===== config.mk =====
export PLATFORM = sky130hd
export DESIGN_NAME = data_in_64_to_8
export DESIGN_NICKNAME = d
export VERILOG_FILES = /design/src/rtl/data_in_64_to_8.sv
export SDC_FILE = /design/constraint.sdc
export NUM_CORES = 1
export LEC_CHECK = 0
export CAP_MARGIN = 15
export CORE_ASPECT_RATIO = 0.75
export CORE_UTILIZATION = 28
export CTS_CLUSTER_DIAMETER = 30
export CTS_CLUSTER_SIZE = 14
export DETAILED_ROUTE_END_ITERATION = 8
export GPL_TIMING_DRIVEN = 0
export SLEW_MARGIN = 10
export SYNTH_ARGS = -nofsm -noshare
export SYNTH_HDL_FRONTEND = slang
export SYNTH_SLANG_ARGS = --single-unit

===== constraint.sdc =====
create_clock -name clk -period 2.74 [get_ports clk]
set_input_delay 0.548 -clock clk [delete_from_list [all_inputs] [get_ports clk]]
set_output_delay 0.548 -clock clk [all_outputs]
set_load 0.02 [all_outputs]

===== src/rtl/data_in_64_to_8.sv =====
// -----------------------------------------------------------------------------
// data_in_64_to_8
//
// Purpose
//   Parallel 64-bit to byte-stream serializer for the UART transmit path.
//   It accepts one 64-bit word per load handshake. The eight bytes are sent
//   least-significant byte first to the UART transmitter, one byte at a time.
//   The next byte is not started until the transmitter reports completion of
//   the current one. The byte order matches the 8-to-64 collector on the
//   receive path, so a word that is looped back is reassembled unchanged.
//
// Parameters
//   WAIT_CYCLES   idle clk cycles inserted between a byte's tx_done rising
//                 edge and the next tx_start (0..65535).
//
// Build option
//   CHECKSUM_BYTE_EN  when defined, a ninth byte is sent after byte 7. It is
//                     the XOR of the eight data bytes, captured at load
//                     acceptance. When undefined, no checksum logic exists.
//
// Ports
//   clk            in   1   system clock, rising edge
//   rst_n          in   1   asynchronous active-low reset
//   data_64        in  64   word to transmit, sampled only on an accepted load
//   load           in   1   load request
//   tx_done        in   1   per-byte completion from the transmitter (edge used)
//   ready          out  1   idle and able to accept a load
//   data_8         out  8   byte presented to the transmitter
//   tx_start       out  1   one-cycle pulse: transmitter latches data_8
//   transmit_done  out  1   one-cycle pulse after the final byte completes
//   state_dbg      out  3   current FSM state (debug observation only)
//
// Handshakes
//   load/ready : a word is transferred on a rising clk edge where load=1 and
//                ready=1. While ready=0, load is ignored and data_64 is not
//                sampled. ready remains low from the cycle after acceptance
//                until the cycle after transmit_done.
//   tx_start/tx_done : tx_start is a single-cycle pulse with data_8 valid. The
//                byte counts as complete on the first cycle in which tx_done
//                is high after being low (a rising edge). A level held high
//                counts once. Edges are ignored outside the WAIT state.
// -----------------------------------------------------------------------------
module data_in_64_to_8 #(
  parameter int unsigned WAIT_CYCLES = 0
) (
  input  logic        clk,
  input  logic        rst_n,
  input  logic [63:0] data_64,
  input  logic        load,
  input  logic        tx_done,
  output logic        ready,
  output logic [7:0]  data_8,
  output logic        tx_start,
  output logic        transmit_done,
  output logic [2:0]  state_dbg
);

  typedef enum logic [2:0] {
    ST_IDLE = 3'd0,
    ST_SEND = 3'd1,
    ST_WAIT = 3'd2,
    ST_GAP  = 3'd3,
    ST_DONE = 3'd4
  } state_t;

  // Number of bytes sent per word.
`ifdef CHECKSUM_BYTE_EN
  localparam logic [3:0] LAST = 4'd9;
`else
  localparam logic [3:0] LAST = 4'd8;
`endif

  // Some gap is needed only when WAIT_CYCLES is nonzero. The terminal count
  // is guarded so that it does not wrap when WAIT_CYCLES is 0.
  localparam bit          HAS_GAP  = (WAIT_CYCLES != 0);
  localparam logic [15:0] GAP_LAST = HAS_GAP ? 16'(WAIT_CYCLES - 1) : 16'd0;

  state_t      state_q, state_d;
  logic [63:0] shift_q, shift_d;
  logic [3:0]  cnt_q, cnt_d;
  logic [15:0] gap_q, gap_d;
  logic        tx_done_d;
  logic        tx_edge;

  logic        ready_d;
  logic [7:0]  data_8_d;
  logic        tx_start_d;
  logic        transmit_done_d;

  // Byte shifted into the top of the shift register on each completed byte.
  // With the checksum enabled, this is the registered checksum. After eight
  // shifts it therefore arrives at shift_q[7:0] as the ninth byte.
  logic [7:0]  fill_byte;

`ifdef CHECKSUM_BYTE_EN
  logic [7:0]  chk_q, chk_d;
  logic [7:0]  chk_calc;

  assign chk_calc = data_64[7:0]   ^ data_64[15:8]  ^ data_64[23:16] ^
                    data_64[31:24] ^ data_64[39:32] ^ data_64[47:40] ^
                    data_64[55:48] ^ data_64[63:56];
  assign fill_byte = chk_q;
`else
  assign fill_byte = 8'h00;
`endif

  // tx_done_d follows tx_done in every state. An edge is therefore visible
  // only on the first high cycle, even if that cycle falls outside WAIT.
  assign tx_edge   = tx_done & ~tx_done_d;
  assign state_dbg = state_q;

  // ---------------------------------------------------------------------------
  // State and output registers
  // ---------------------------------------------------------------------------
  always_ff @(posedge clk or negedge rst_n) begin
    if (!rst_n) begin
      state_q       <= ST_IDLE;
      shift_q       <= 64'd0;
      cnt_q         <= 4'd0;
      gap_q         <= 16'd0;
      tx_done_d     <= 1'b0;
      ready         <= 1'b1;
      data_8        <= 8'h00;
      tx_start      <= 1'b0;
      transmit_done <= 1'b0;
`ifdef CHECKSUM_BYTE_EN
      chk_q         <= 8'h00;
`endif
    end else begin
      state_q       <= state_d;
      shift_q       <= shift_d;
      cnt_q         <= cnt_d;
      gap_q         <= gap_d;
      tx_done_d     <= tx_done;
      ready         <= ready_d;
      data_8        <= data_8_d;
      tx_start      <= tx_start_d;
      transmit_done <= transmit_done_d;
`ifdef CHECKSUM_BYTE_EN
      chk_q         <= chk_d;
`endif
    end
  end

  // ---------------------------------------------------------------------------
  // Next-state and next-output logic.
  // Outputs are computed for the state being entered. For example, tx_start
  // rises in the first cycle of SEND, and transmit_done in the only cycle of
  // DONE.
  // ---------------------------------------------------------------------------
  always_comb begin
    state_d         = state_q;
    shift_d         = shift_q;
    cnt_d           = cnt_q;
    gap_d           = gap_q;
    ready_d         = ready;
    data_8_d        = data_8;
    tx_start_d      = 1'b0;
    transmit_done_d = 1'b0;
`ifdef CHECKSUM_BYTE_EN
    chk_d           = chk_q;
`endif

    unique case (state_q)
      ST_IDLE: begin
        // A load takes precedence. Any tx_done edge in this cycle is ignored.
        if (load) begin
          shift_d    = data_64;
          cnt_d      = 4'd0;
          ready_d    = 1'b0;
          tx_start_d = 1'b1;
          data_8_d   = data_64[7:0];
          state_d    = ST_SEND;
`ifdef CHECKSUM_BYTE_EN
          chk_d      = chk_calc;
`endif
        end
      end

      ST_SEND: begin
        state_d = ST_WAIT;
      end

      ST_WAIT: begin
        if (tx_edge) begin
          shift_d = {fill_byte, shift_q[63:8]};
          cnt_d   = 4'(cnt_q + 4'd1);
          if (cnt_d == LAST) begin
            transmit_done_d = 1'b1;
            state_d         = ST_DONE;
          end else if (!HAS_GAP) begin
            tx_start_d = 1'b1;
            data_8_d   = shift_d[7:0];
            state_d    = ST_SEND;
          end else begin
            gap_d   = 16'd0;
            state_d = ST_GAP;
          end
        end
      end

      ST_GAP: begin
        // GAP lasts exactly WAIT_CYCLES cycles. The next byte is already at
        // shift_q[7:0], because the shift happened when GAP was entered.
        if (gap_q == GAP_LAST) begin
          tx_start_d = 1'b1;
          data_8_d   = shift_q[7:0];
          state_d    = ST_SEND;
        end else begin
          gap_d = 16'(gap_q + 16'd1);
        end
      end

      ST_DONE: begin
        ready_d = 1'b1;
        state_d = ST_IDLE;
      end

      default: begin
        ready_d = 1'b1;
        state_d = ST_IDLE;
      end
    endcase
  end

endmodule

Yosys cells after proc, flatten, opt, wreduce, memory -nomap -nowiden
Cells that the tools add are included.

Flip-flop bits (word level): 99. Input port bits: 68. Output and inout bits: 14. Word-level logic and storage cells: 59.

$add $sub $neg: 2. Equal/unequal tests: 8. Muxes and demuxes: 26. Bitwise logic cells: 4. Reductions and logical operators: 10.

Operators with widths (count): 64-bit 2-to-1 mux (2); 64-bit one-hot mux with 2 select lines (1); 8-bit 2-to-1 mux (4); 8-bit one-hot mux with 3 select lines (1); 16-bit by 1-bit adder with 16-bit output (second input constant) (1); 16-bit logical NOT (1); 3-bit 2-to-1 mux (4); 3-bit one-hot mux with 4 select lines (1); 1-bit 2-to-1 mux (8); 4-bit 2-to-1 mux (2); 2-bit != test (second input constant) (4); 4-bit one-hot mux with 2 select lines (1); 3-bit by 2-bit equality test with 1-bit output (second input constant) (2); 3-bit AND reduction (2); 5-bit AND reduction (1); 4-bit by 1-bit adder with 4-bit output (second input constant) (1); 4-bit equality test (second input constant) (1); 2-bit AND reduction (2); 3-bit by 1-bit equality test with 1-bit output (second input constant) (1); 3-bit logical NOT (1); 1-bit inverter (3); 1-bit one-hot mux with 3 select lines (1); 3-bit nonzero test (1); 3-bit OR reduction (1); 3 further kinds (3).

Depth between registers and ports, before layout
Depth in word-level cells: 5. Depth in mapped cells: 8. Depth with buffers taken out: 7.

Worst setup path after synthesis
Ideal clock, no wire load.

Path type: reg2reg. From: register cnt_q[0]. To: register data_8[0]. Library setup time: 0.125 ns. Arrival time: 1.960 ns. Required time: 2.615 ns. Path slack: 0.655 ns. Stages on the path, launching flop included: 7. Buffers on the path: 0. Period minus slack after synthesis: 2.085 ns. Cells stage by stage: dfrtp_1 -> ha_1 -> or2_2 -> o21ai_2 -> a311oi_1 -> a311oi_4 -> mux2_2.

Longest elaborated chain between the ends: 4.

Ends and longest elaborated chain: start, declared (RTL line 80) `logic [3:0] cnt_q, cnt_d;`; start signal, assigned (RTL line 132) `cnt_q <= cnt_d;`; 4-bit by 1-bit adder with 4-bit output (RTL line 187) `cnt_d = 4'(cnt_q + 4'd1);`; 4-bit equality test (RTL line 188) `if (cnt_d == LAST) begin`; 2-bit != test (no source line); 5-bit AND reduction (no source line); end signal, assigned (RTL line 136) `data_8 <= data_8_d;`; end, declared (RTL line 52) `output logic [7:0] data_8,`.

Every way passes these cells. A chain may end at the register's enable or synchronous reset.

Worst setup path after layout
From: register cnt_q[0]. To: register data_8[5].

Same word-level chain as after synthesis.

==> metrics.txt <==
Power, Total 5.82 mW; hold crit path type primary input to async pin; max incr delay on CP 540 ps; CTS tree built; fraction of layout cells with a size suffix above 1 0.0884; antenna violations before repair 0; Starting Density 0.287; area after detailed placement 5710 sq um; Setup Viol. Count Final 0; initial DRC count 149; data required time of the worst path 2960 ps; crit path kind flip-flop to flip-flop; cells after synthesis 445; post-synth top area share 0.532; crit path buf inv count 0; Layout Cells excl Fill 753; #FFs+latches synth 99; CTS H-tree lvls 3; largest net degree at the start of global routing 51; pwr/cell area 968 nW/um^2; Hold Violations, Final 0; syn avg cell area 10.4 sq um; first-pass GRT wire length 18.2 mm; Die ar. 17000 sq um; WL per Instance 14.6 um; total vias in the final route 3512; Top Ports 82; largest area contributor in the netlist dfrtp_1; Resized Gates After CTS 0; max cap viols 0; Distinct cells, synth 34; vias in the first global route 3653; Worst-path clk slew 70 ps; GRT Total Usage 0.137; DPL Wire Length 8.43 mm; CTS buffer count 9; Max transition margin 0.565; period utilisation layout 0.863; postcts setup bufs 0; RSZ-0062 raised after global routing no; synthesized cell area 4610 sq um; antenna diode count 0; CTS root buf clkbuf_16; Cells after DPL 737; worst-margin pin slew 652 ps; Core Region 16100 sq um; sequential-to-total area share from yosys stat 0.538; EDFF count, synth 0; grt ovf 0; Ys Warns 0; cells along the critical path ha_1 -> or2_2 -> o21ai_2 -> a311oi_1 -> a311oi_4 -> mux2_2; Layout area overhead 30.5%; Leak 2.60 nW; vias per cell 4.66; Pre-Repair DR Iteration Count 6; final instance area 6010 sq um; Post-Syn Nets 517; CP Capture Type flip-flop; Total Wirelength 11.0 mm; Post-synth ARST share 1.00; Die Y 113 um; CP max FO 9; Final min period 2360 ps; Die X 150 um; family with the most delay on the worst path compound AO/OA/AOI/OAI gates; CP arrival 2580 ps; most common cell after layout, fill and taps aside dfrtp_1; port bufs 81; CP max stage cell a311oi_4; nets 610; Hold WS 238 ps; Clock Sink Count 99; worst clock skew 10.0 ps; DRC viols 0; Fill cells 1607; Reg2Reg Depth 6; Main synth FF type dfrtp_1; CP startpoint kind flip-flop; setup TNS 0 ps; commonest non-fill, non-tap cells in the layout dfrtp_1 (98), nand2_1 (87), clkdlybuf4s50_1 (80), mux2i_1 (64), o21ai_0 (61); Max Fclk 423 MHz; clock latency on the worst-skew pair 340 ps; VDD IR max 0.329 mV; gpl congestion 0.792; cell row count 40; Max Slew Vio Count 0; Area contributors post-synth dfrtp_1 (53%), mux2i_1 (14%), nand2_1 (7.1%); cts hold-fix bufs 0; Worst path depth 6; CTS max path bufs 2; Detail Route Antenna Nets 0; status complete, no violations
==> report_power, final <==
part / internal, mW / total [mW] / switching [mW]
clock: 0.757 / 1.28 / 0.526
sequential: 2.00 / 2.33 / 0.326
combinational: 1.00 / 2.21 / 1.21
==> final timing paths <==
path                            from           to  slack [ps]
max                         cnt_q[0]    data_8[5]         380
min                            rst_n  shift_q[33]         240
max reg2reg                 cnt_q[0]    data_8[5]         380
min reg2reg                gap_q[15]    gap_q[15]         480
max in group asynchronous      rst_n     gap_q[0]        1830
min in group clk           gap_q[15]    gap_q[15]         480
==> cells in the mapped netlist, types with 2 or more instances <==
master and count:
o21ai_0 61, nor3_1 4, nor2b_1 3, nor4_1 3, xnor2_1 12, buf_2 16, ha_1 4, dfrtp_1 98
a21oi_1 21, mux2i_1 64, xor2_1 3, or2_2 2, mux2_2 8, clkbuf_1 10, nor2_1 15, and4_1 3
inv_1 5, nand2_1 87, nand4_1 5, nand3_1 6, and2_1 2
==> cells by family (layout without fill, tap and decap cells) <==
group	Yosys count	in the layout	share of synthesized area
compound gates	88	88	0.104
xor+xnor	15	15	0.0285
fa+ha+maj	4	4	0.0109
buf+inv	31	129	0.0296
flops	99	99	0.538
mux	72	72	0.159
simple gates	136	136	0.131
==> sequential cells by signal, indices dropped and copies added (netlist names) <==
name and count:
ready 1, gap_q 16, transmit_done 1, tx_start 1, tx_done_d 1, data_8 8
cnt_q 4, shift_q 64, state_dbg 3
==> routing by layer <==
metal  vias to the layer above  wire length, um  global-route usage
met1                      1716             5550               0.195
li1                       1718                -                   -
met4                         0               35              0.0249
met5                         -                0                   0
met2                        73             4900               0.213
met3                         5              522              0.0347
==> per-stage QoR <==
stage	utilization	worst slack [ps]
after floorplan	-	655
after global placement	0.354	-2590
after detailed placement	0.355	78.0
after CTS	0.374	321
after global routing	0.374	220
final	0.374	376
==> final cells by class <==
type                            count  area (sq um)  share of cell area
Clock inverter                      4          48.8             0.00811
Inverter                            5          18.8             0.00312
Sequential cell                    99          2480               0.412
Timing Repair Buffer               82           836               0.139
Clock buffer                       12           256              0.0427
Buffer                             26           118              0.0196
Multi-Input combinational cell    315          1990               0.332
Tap cell                          210           263              0.0437
Note: power is estimated with default switching activity, not from simulation.
